File: src/rtl/cpu_lsu_pkg.sv
// Shared definitions for the load/store unit: size codes, FSM encoding and
// the byte-lane helper functions used by the aligner.
package cpu_lsu_pkg;

    localparam logic [1:0] SZ_B = 2'b00;
    localparam logic [1:0] SZ_H = 2'b01;
    localparam logic [1:0] SZ_W = 2'b10;
    localparam logic [1:0] SZ_X = 2'b11;

    localparam logic [1:0] ST_IDLE = 2'd0;
    localparam logic [1:0] ST_REQ  = 2'd1;
    localparam logic [1:0] ST_WAIT = 2'd2;

    function automatic logic is_misaligned(input logic [1:0] size, input logic [1:0] lo);
        case (size)
            SZ_B:    is_misaligned = 1'b0;
            SZ_H:    is_misaligned = lo[0];
            SZ_W:    is_misaligned = (lo != 2'b00);
            default: is_misaligned = 1'b1;
        endcase
    endfunction

    function automatic logic [3:0] be_gen(input logic [1:0] size, input logic [1:0] lo);
        case (size)
            SZ_B:    be_gen = 4'b0001 << lo;
            SZ_H:    be_gen = lo[1] ? 4'b1100 : 4'b0011;
            default: be_gen = 4'b1111;
        endcase
    endfunction

    function automatic logic [31:0] store_lane(input logic [1:0] size, input logic [31:0] wdata);
        case (size)
            SZ_B:    store_lane = {4{wdata[7:0]}};
            SZ_H:    store_lane = {2{wdata[15:0]}};
            default: store_lane = wdata;
        endcase
    endfunction

    function automatic logic [31:0] load_extend(input logic [1:0] size, input logic [1:0] lo,
                                                input logic uns, input logic [31:0] rdata);
        logic [31:0] sh;
        logic [15:0] h;
        sh = rdata >> {lo, 3'b000};
        h  = lo[1] ? rdata[31:16] : rdata[15:0];
        case (size)
            SZ_B:    load_extend = uns ? {24'd0, sh[7:0]} : {{24{sh[7]}}, sh[7:0]};
            SZ_H:    load_extend = uns ? {16'd0, h} : {{16{h[15]}}, h};
            default: load_extend = rdata;
        endcase
    endfunction

endpackage

File: src/rtl/cpu_lsu_align.sv
// Combinational lane logic: byte enables, store-data replication and load
// sign/zero extension. Kept separate so the data cache can reuse it.
module cpu_lsu_align
    import cpu_lsu_pkg::*;
(
    input  logic [1:0]  size_i,
    input  logic [1:0]  addr_lo_i,
    input  logic        unsigned_i,
    input  logic [31:0] wdata_i,
    input  logic [31:0] rdata_i,
    output logic [3:0]  be_o,
    output logic [31:0] wdata_o,
    output logic [31:0] rdata_o
);

    assign be_o    = be_gen(size_i, addr_lo_i);
    assign wdata_o = store_lane(size_i, wdata_i);
    assign rdata_o = load_extend(size_i, addr_lo_i, unsigned_i, rdata_i);

endmodule

File: src/rtl/cpu_lsu.sv
// Memory-stage load/store unit: one pipelined-Wishbone access per request,
// with ack timeout and a one-cycle writeback pulse on completion or error.
module cpu_lsu
    import cpu_lsu_pkg::*;
#(
    parameter int ACK_TIMEOUT = 255,
    parameter int TMO_W       = 8
) (
    input  logic        sys_clk,
    input  logic        sys_rst,
    input  logic        ex_valid,
    input  logic        ex_we,
    input  logic [1:0]  ex_size,
    input  logic        ex_unsigned,
    input  logic [31:0] ex_addr,
    input  logic [31:0] ex_wdata,
    input  logic [4:0]  ex_rd,
    output logic        lsu_busy,
    output logic        data_cyc_out,
    output logic        data_stb_out,
    output logic        data_we_out,
    output logic [3:0]  data_be_out,
    output logic [31:0] data_addr_out,
    output logic [31:0] data_data_out,
    input  logic        data_stall_in,
    input  logic        data_ack_in,
    input  logic [31:0] data_data_in,
    output logic        wb_valid,
    output logic        wb_we_reg,
    output logic [4:0]  wb_rd,
    output logic [31:0] wb_data,
    output logic        lsu_misalign,
    output logic        lsu_timeout
);

    localparam logic [TMO_W-1:0] TMO_LAST = TMO_W'(ACK_TIMEOUT - 1);

    logic [1:0]       state_q, state_d;
    logic [TMO_W-1:0] tmo_q, tmo_d;
    logic             wb_valid_q, wb_valid_d;
    logic             wb_we_q, wb_we_d;
    logic [4:0]       wb_rd_q, wb_rd_d;
    logic [31:0]      wb_data_q, wb_data_d;
    logic             misalign_q, misalign_d;
    logic             timeout_q, timeout_d;

    logic             we_q, uns_q;
    logic [1:0]       size_q;
    logic [31:0]      addr_q, wdata_q;
    logic [4:0]       rd_q;

    logic             accept, done, abort;
    logic [3:0]       be;
    logic [31:0]      lane_wdata, ext_rdata;

    cpu_lsu_align u_align (
        .size_i     (size_q),
        .addr_lo_i  (addr_q[1:0]),
        .unsigned_i (uns_q),
        .wdata_i    (wdata_q),
        .rdata_i    (data_data_in),
        .be_o       (be),
        .wdata_o    (lane_wdata),
        .rdata_o    (ext_rdata)
    );

    always_comb begin
        state_d    = state_q;
        tmo_d      = tmo_q;
        wb_valid_d = 1'b0;
        wb_we_d    = 1'b0;
        wb_rd_d    = wb_rd_q;
        wb_data_d  = wb_data_q;
        misalign_d = 1'b0;
        timeout_d  = 1'b0;
        accept     = 1'b0;
        done       = 1'b0;
        abort      = 1'b0;
        case (state_q)
            ST_IDLE: begin
                if (ex_valid) begin
                    if (is_misaligned(ex_size, ex_addr[1:0])) begin
                        misalign_d = 1'b1;
                        wb_valid_d = 1'b1;
                        wb_rd_d    = ex_rd;
                    end else begin
                        accept  = 1'b1;
                        state_d = ST_REQ;
                        tmo_d   = '0;
                    end
                end
            end
            ST_REQ: begin
                // An ack only counts once the strobe has actually been taken.
                if (!data_stall_in && data_ack_in) begin
                    done = 1'b1;
                end else begin
                    if (!data_stall_in) state_d = ST_WAIT;
                    abort = (tmo_q == TMO_LAST);
                end
            end
            ST_WAIT: begin
                if (data_ack_in) done = 1'b1;
                else             abort = (tmo_q == TMO_LAST);
            end
            default: state_d = ST_IDLE;
        endcase

        if (state_q == ST_REQ || state_q == ST_WAIT) tmo_d = tmo_q + 1'b1;
        if (done) begin
            state_d    = ST_IDLE;
            wb_valid_d = 1'b1;
            wb_we_d    = !we_q;
            wb_rd_d    = rd_q;
            if (!we_q) wb_data_d = ext_rdata;
        end else if (abort) begin
            state_d    = ST_IDLE;
            wb_valid_d = 1'b1;
            timeout_d  = 1'b1;
            wb_rd_d    = rd_q;
        end
    end

    always_ff @(posedge sys_clk or negedge sys_rst) begin
        if (!sys_rst) begin
            state_q    <= ST_IDLE;
            tmo_q      <= '0;
            wb_valid_q <= 1'b0;
            wb_we_q    <= 1'b0;
            wb_rd_q    <= '0;
            wb_data_q  <= '0;
            misalign_q <= 1'b0;
            timeout_q  <= 1'b0;
        end else begin
            state_q    <= state_d;
            tmo_q      <= tmo_d;
            wb_valid_q <= wb_valid_d;
            wb_we_q    <= wb_we_d;
            wb_rd_q    <= wb_rd_d;
            wb_data_q  <= wb_data_d;
            misalign_q <= misalign_d;
            timeout_q  <= timeout_d;
        end
    end

    // Request payload needs no reset: bus outputs are gated by cyc.
    always_ff @(posedge sys_clk) begin
        if (accept) begin
            we_q    <= ex_we;
            size_q  <= ex_size;
            uns_q   <= ex_unsigned;
            addr_q  <= ex_addr;
            wdata_q <= ex_wdata;
            rd_q    <= ex_rd;
        end
    end

    assign lsu_busy      = (state_q != ST_IDLE);
    assign data_cyc_out  = (state_q != ST_IDLE);
    assign data_stb_out  = (state_q == ST_REQ);
    assign data_we_out   = data_cyc_out & we_q;
    assign data_be_out   = data_cyc_out ? be : 4'b0000;
    assign data_addr_out = data_cyc_out ? {addr_q[31:2], 2'b00} : 32'd0;
    assign data_data_out = data_cyc_out ? lane_wdata : 32'd0;

    assign wb_valid     = wb_valid_q;
    assign wb_we_reg    = wb_we_q;
    assign wb_rd        = wb_rd_q;
    assign wb_data      = wb_data_q;
    assign lsu_misalign = misalign_q;
    assign lsu_timeout  = timeout_q;

endmodule
File: config.mk
export PLATFORM = sky130hd
export DESIGN_NAME = cpu_lsu
export DESIGN_NICKNAME = d
export VERILOG_FILES = /design/src/rtl/cpu_lsu_pkg.sv /design/src/rtl/cpu_lsu_align.sv /design/src/rtl/cpu_lsu.sv
export SDC_FILE = /design/constraint.sdc
export NUM_CORES = 1
export LEC_CHECK = 0
export BUFFER_PORTS_ARGS = -buffer_cell sky130_fd_sc_hd__buf_2
export CAP_MARGIN = 10
export CORE_ASPECT_RATIO = 1.4
export CORE_MARGIN = 5
export CORE_UTILIZATION = 51
export CTS_BUF_LIST = sky130_fd_sc_hd__clkbuf_2 sky130_fd_sc_hd__clkbuf_4 sky130_fd_sc_hd__clkbuf_8
export CTS_CLUSTER_DIAMETER = 60
export CTS_CLUSTER_SIZE = 28
export DETAILED_ROUTE_END_ITERATION = 8
export PLACE_DENSITY = 0.81
export SYNTH_ARGS = -nofsm -noshare
export SYNTH_HDL_FRONTEND = slang
export SYNTH_SLANG_ARGS = --single-unit
File: constraint.sdc
create_clock -name sys_clk -period 4.06 [get_ports sys_clk]
set_clock_uncertainty 0.2 [all_clocks]
set_input_delay 0.406 -clock sys_clk [delete_from_list [all_inputs] [get_ports sys_clk]]
set_output_delay 0.406 -clock sys_clk [all_outputs]
set_load 0.02 [all_outputs]
* Yosys cells after proc, flatten, opt, wreduce, memory -nomap -nowiden *
Index checks and enable logic that the tools add are counted.

storage, ports and cells
  bits in latches = 0
  memory bits (writable) = 0
  memory bits (read-only) = 0
  word-level logic and storage cells = 95
  input port bits = 110
  memories kept = 0
  register bits = 124

operators by class
  add/sub/neg operators = 1
  equal/unequal tests = 12
  multiplexer cells = 46
  shifts and indexed selects = 2
  reduce and logical (&&, ||, !) cells = 18
  bitwise gates (word level) = 2
  multiply operators = 0
  divide/modulo/power cells = 0
  $lt $le $gt $ge = 0

operators with widths
  kind                                                   count
  2-to-1 mux 32 bit                                      4
  case mux 32 bit (2 select lines)                       2
  2-to-1 mux 8 bit                                       4
  right shift 32 x 5 -> 8 bit                            1
  2-to-1 mux 5 bit                                       5
  2-to-1 mux 1 bit                                       17
  2-to-1 mux 16 bit                                      1
  2-to-1 mux 2 bit                                       6
  inequality test 4 bit, second input constant           3
  nonzero test 3 bit                                     3
  adder 8 x 1 -> 8 bit, second input constant            1
  == test 8 bit, second input constant                   1
  2-to-1 mux 4 bit                                       2
  case mux 4 bit (2 select lines)                        1
  nonzero test 2 bit                                     4
  == test 2 x 1 -> 1 bit, second input constant          3
  zero test 2 bit                                        3
  case mux 2 bit (3 select lines)                        1
  AND reduction 3 bit                                    2
  AND reduction 5 bit                                    1
  == test 2 bit, second input constant                   2
  inequality test 4 x 2 -> 1 bit, second input constant  1
  case mux 1 bit (2 select lines)                        2
  left shift 1 x 2 -> 4 bit, first input constant        1
  other kinds (9)                                        10

* Depth between registers and ports, before layout *
  depth after elaboration = 9
  gate-level depth with buffers = 9

* Hierarchy *
Synthesis repeated with hierarchy kept, for this count alone.

unflattened totals
  cell total of the unflattened synthesis = 521
  area, all modules = 6207.2 µm²

by module, submodules not included
  module         instances  area an instance (µm²)  cells each
  cpu_lsu        1          4948.5                  333
  cpu_lsu_align  1          1258.7                  188

* Least setup slack after synthesis *
OpenSTA, ideal clock, no wires.

  kind = register -> register
  start point = register state_q[0]
  end point = register addr_q[0] (enable)
  path buffers = 2
  path slack = 0.539 ns
  data required time = 3.421 ns
  data arrival time = 2.882 ns
  stages on the path, launching flop included = 6
  period minus slack after synthesis = 3.521 ns
  cell sequence = dfrtp_1 inv_1 ha_1 clkbuf_1 clkbuf_1 and2_1

between the ends
  word-level cells in the longest chain between the ends = 2

RTL lines
  item                    line            source
  from (decl)             cpu_lsu.sv:38   logic [1:0] state_q, state_d;
  from (signal assigned)  cpu_lsu.sv:135  state_q <= state_d;
  zero test 2 bit         cpu_lsu.sv:79   case (state_q)
  2-to-1 mux 1 bit        cpu_lsu.sv:79
  via accept              cpu_lsu.sv:52   logic accept, done, abort;
  to (signal assigned)    cpu_lsu.sv:152  addr_q <= ex_addr;
  to (decl)               cpu_lsu.sv:49   logic [31:0] addr_q, wdata_q;

The timed path passes the listed nets, and every way through them passes these cells.
A chain may end at the register's enable or synchronous reset.

* Worst setup path in the final report *
  start point = register size_q[1]
  end point = output port data_data_out[9]

between the ends
  word-level cells in the longest chain between the ends = 3

RTL lines
  item                                                       line               source
  from (decl)                                                cpu_lsu.sv:48      logic [1:0] size_q;
  from (signal assigned)                                     cpu_lsu.sv:150     size_q <= ex_size;
  == test 2 x 1 -> 1 bit or zero test 2 bit (tied branches)  cpu_lsu_pkg.sv:32  case (size)
  case mux 32 bit (2 select lines) *                         cpu_lsu_pkg.sv:32
  2-to-1 mux 32 bit *                                        cpu_lsu.sv:164     assign data_data_out = data_cyc_out ? lane_wdata : 32'd0;
  to (decl)                                                  cpu_lsu.sv:24      output logic [31:0] data_data_out,

Every way passes the cells marked *; elsewhere a longest branch is shown, timed or not.

==> impl_results.md <==
- CTS Buf Count: 17
- Flip-flop and latch area: 3468 um^2
- Initial DRT Pass Iterations: 5
- Die W: 99.53 um
- Power per cell area: 662.8 nW/um^2
- # Max-Cap Violations: 0
- Total grt overflow: 0
- Fin Setup TNS: 0 ns
- Yosys top cell by area: edfxtp_1
- Seq cells post-synth: 124
- Post-CTS Resized: 0
- Max frequency: 307.3 MHz
- Post-synth top area share: 0.3830
- Core Area: 10920 um^2
- CP startpoint kind: register
- Final-report setup violation count: 0
- Main synth FF type: edfxtp_1
- Via count: 5206
- Netlist cell types: 48
- Area taken by multi-input logic gates: 2066 um^2
- Number of synthesized flops with an enable pin: 73
- Vias in the first global route: 5407
- Post-synthesis sequential area ratio: 0.6060
- Max transition margin: 0.2872
- Outcome: finished clean
- First-pass GRT wire length: 28430 um
- CTS tree: yes
- Clock Latency Late Sink: 0.44 ns
- Die height: 135.3 um
- GRT Util Overall: 0.2801
- DRT antenna net count: 0
- Crit path time final: 3.255 ns
- Crit. End Element: output port
- Most common cell after layout, fill and taps aside: buf_2
- Routed WL: 18760 um
- RSZ-0062 raised after global routing: no
- CP arrival: 2.65 ns
- Placer's final routability congestion estimate: 0.9771
- Async set or reset register ratio after synthesis: 0.4113
- # DRC: 0
- Commonest cells after routing, fill and taps aside: buf_2 (220), edfxtp_1 (73), dlygate4sd3_1 (73)
- PortBufs: 220
- Avg Inst Size Synth: 11.58 um^2
- Final HPWL DP: 12040 um
- Share of post-route cells with drive strength above 1: 0.3585
- Worst Path Max Fanout: 25
- Maximum VDD drop: 507.8 uV
- Root buf cell: clkbuf_8
- Critical Path Start: size_q[1]$_DFFE_PP_
- Final Max Slew Viols: 0
- Fin nets: 900
- Lkg Pwr: 3.630 nW
- Final Non-Filler Cells: 937
- Worst-path clk slew: 0.08 ns
- Area delta synth->final: 41.69%
- Reg2reg start: size_q[0]$_DFFE_PP_
- Critical path type: reg -> out
- Yosys warns: 0
- Design area: 8109 um^2
- Dpl cells: 830
- Initial cell density of the core: 0.5239
- Clock Sink Count: 124
- Wirelength per Cell: 20.02 um
- Post-CTS Setup Repair Bufs: 0
- Hold_buf cts: 73
- Die area: 13470 um^2
- Hold path start: data_data_in[16]
- CTS Buffer Depth: 2
- Pin count of the biggest net entering global routing: 74
- # H-tree levels: 4
- Min-delay worst type: in -> reg
- Mapped Cells: 494
- Largest cells by area after synthesis: edfxtp_1 (38%), dfrtp_1 (22%), nor2_1 (4.3%), nor2b_1 (4.3%), mux2i_1 (4.2%)
- Worst Tran Pin Value: 1.062 ns
- Dpl cell area: 6902 um^2
- Ports: 223
- Mapped Area: 5723 um^2
- Antenna violations before repair: 0
- Critical path required time: 3.45 ns
- Final period util: 0.8016
- Hold Fails Final Rpt: 0
- Starting DRT DRC Count: 326
- Fillcell total: 712
- Row count: 45
- Vias per Instance: 5.556
==> cells by family (layout without fill, tap and decap cells) <==
kind of cell | Yosys count | count (layout) | share of synthesized area
compound gates | 105 | 105 | 0.1205
other cells | 1 | 3 | 0.0006553
fa+ha+maj | 8 | 8 | 0.01749
mux | 34 | 34 | 0.07739
xor+xnor | 1 | 1 | 0.001531
flops | 124 | 124 | 0.6060
buf+inv | 44 | 344 | 0.03454
simple gates | 177 | 177 | 0.1419
==> where the power goes <==
part	leakage [nW]	switching, mW	internal [mW]
clock network	0.234	0.532	0.750
registers	1.29	0.207	1.67
logic	2.11	1.47	0.750
==> final cells by class <==
class | instances | share of cell area
Timing Repair Buffer | 300 | 0.2328
Sequential cell | 124 | 0.4277
Clock inverter | 14 | 0.02654
Inverter | 12 | 0.005555
Clock buffer | 18 | 0.03055
Tap cell | 141 | 0.02176
Antenna cell | 1 | 0.0003086
Multi-Input combinational cell | 327 | 0.2547
==> metal layers <==
layer,GRT usage,vias to the layer above,part of all wire
li1,-,2331,-
met1,0.3264,2437,0.36
met3,0.08037,58,0.11
met4,0.1359,0,0.037
met2,0.4727,380,0.50
met5,0,-,0
==> path summary, 6_finish.rpt <==
path	end	slack, ns	cells after the start
worst max-delay path	data_data_out[9]	0.81	5
worst min-delay path	wb_data[16]$_DFFE_PN0P_	0.03	3
worst max register to register	wb_data[9]$_DFFE_PN0P_	1.31	4
worst min register to register	wb_rd[0]$_DFFE_PN0P_	0.27	2
max in group asynchronous	lsu_misalign$_DFF_PN0_	2.79	3
min in group asynchronous	wb_data[20]$_DFFE_PN0P_	0.42	3
==> worst max-delay path, cell delays in order, from the launching register on <==
cell and delay (ns):
edfxtp_1 0.94, inv_1 0.28, nand2_1 0.39, nand2_1 0.14, a21oi_1 0.24, buf_2 0.21
==> through the flow <==
| stage | util | worst slack [ns] | power [mW] | hold WS (ns) |
|---|---|---|---|---|
| after global routing | 0.7422 | 0.6190 | 5.654 | 0.01329 |
| after global placement | 0.6318 | 1.255 | 3.975 | 0.2349 |
| final | 0.7424 | 0.8053 | 5.374 | 0.02644 |
| after CTS | 0.7411 | 0.6730 | 5.357 | 0.004163 |
| after floorplan | - | 0.5390 | 3.254 | -0.08959 |
| after detailed placement | 0.6318 | 1.167 | 4.033 | 0.2695 |
==> synth_stat cells, drive strengths merged (4+ instances only) <==
cell type	number
nand3	4
nor2	66
nor2b	39
a31oi	8
edfxtp	73
mux4	8
a22oi	7
o21ai	17
dfrtp	51
mux2i	24
ha	8
a22o	4
buf	18
nor3	4
nand2	56
a21oi	46
inv	12
a221oi	7
clkbuf	14
No activity file was read; power rests on OpenSTA's default activity.
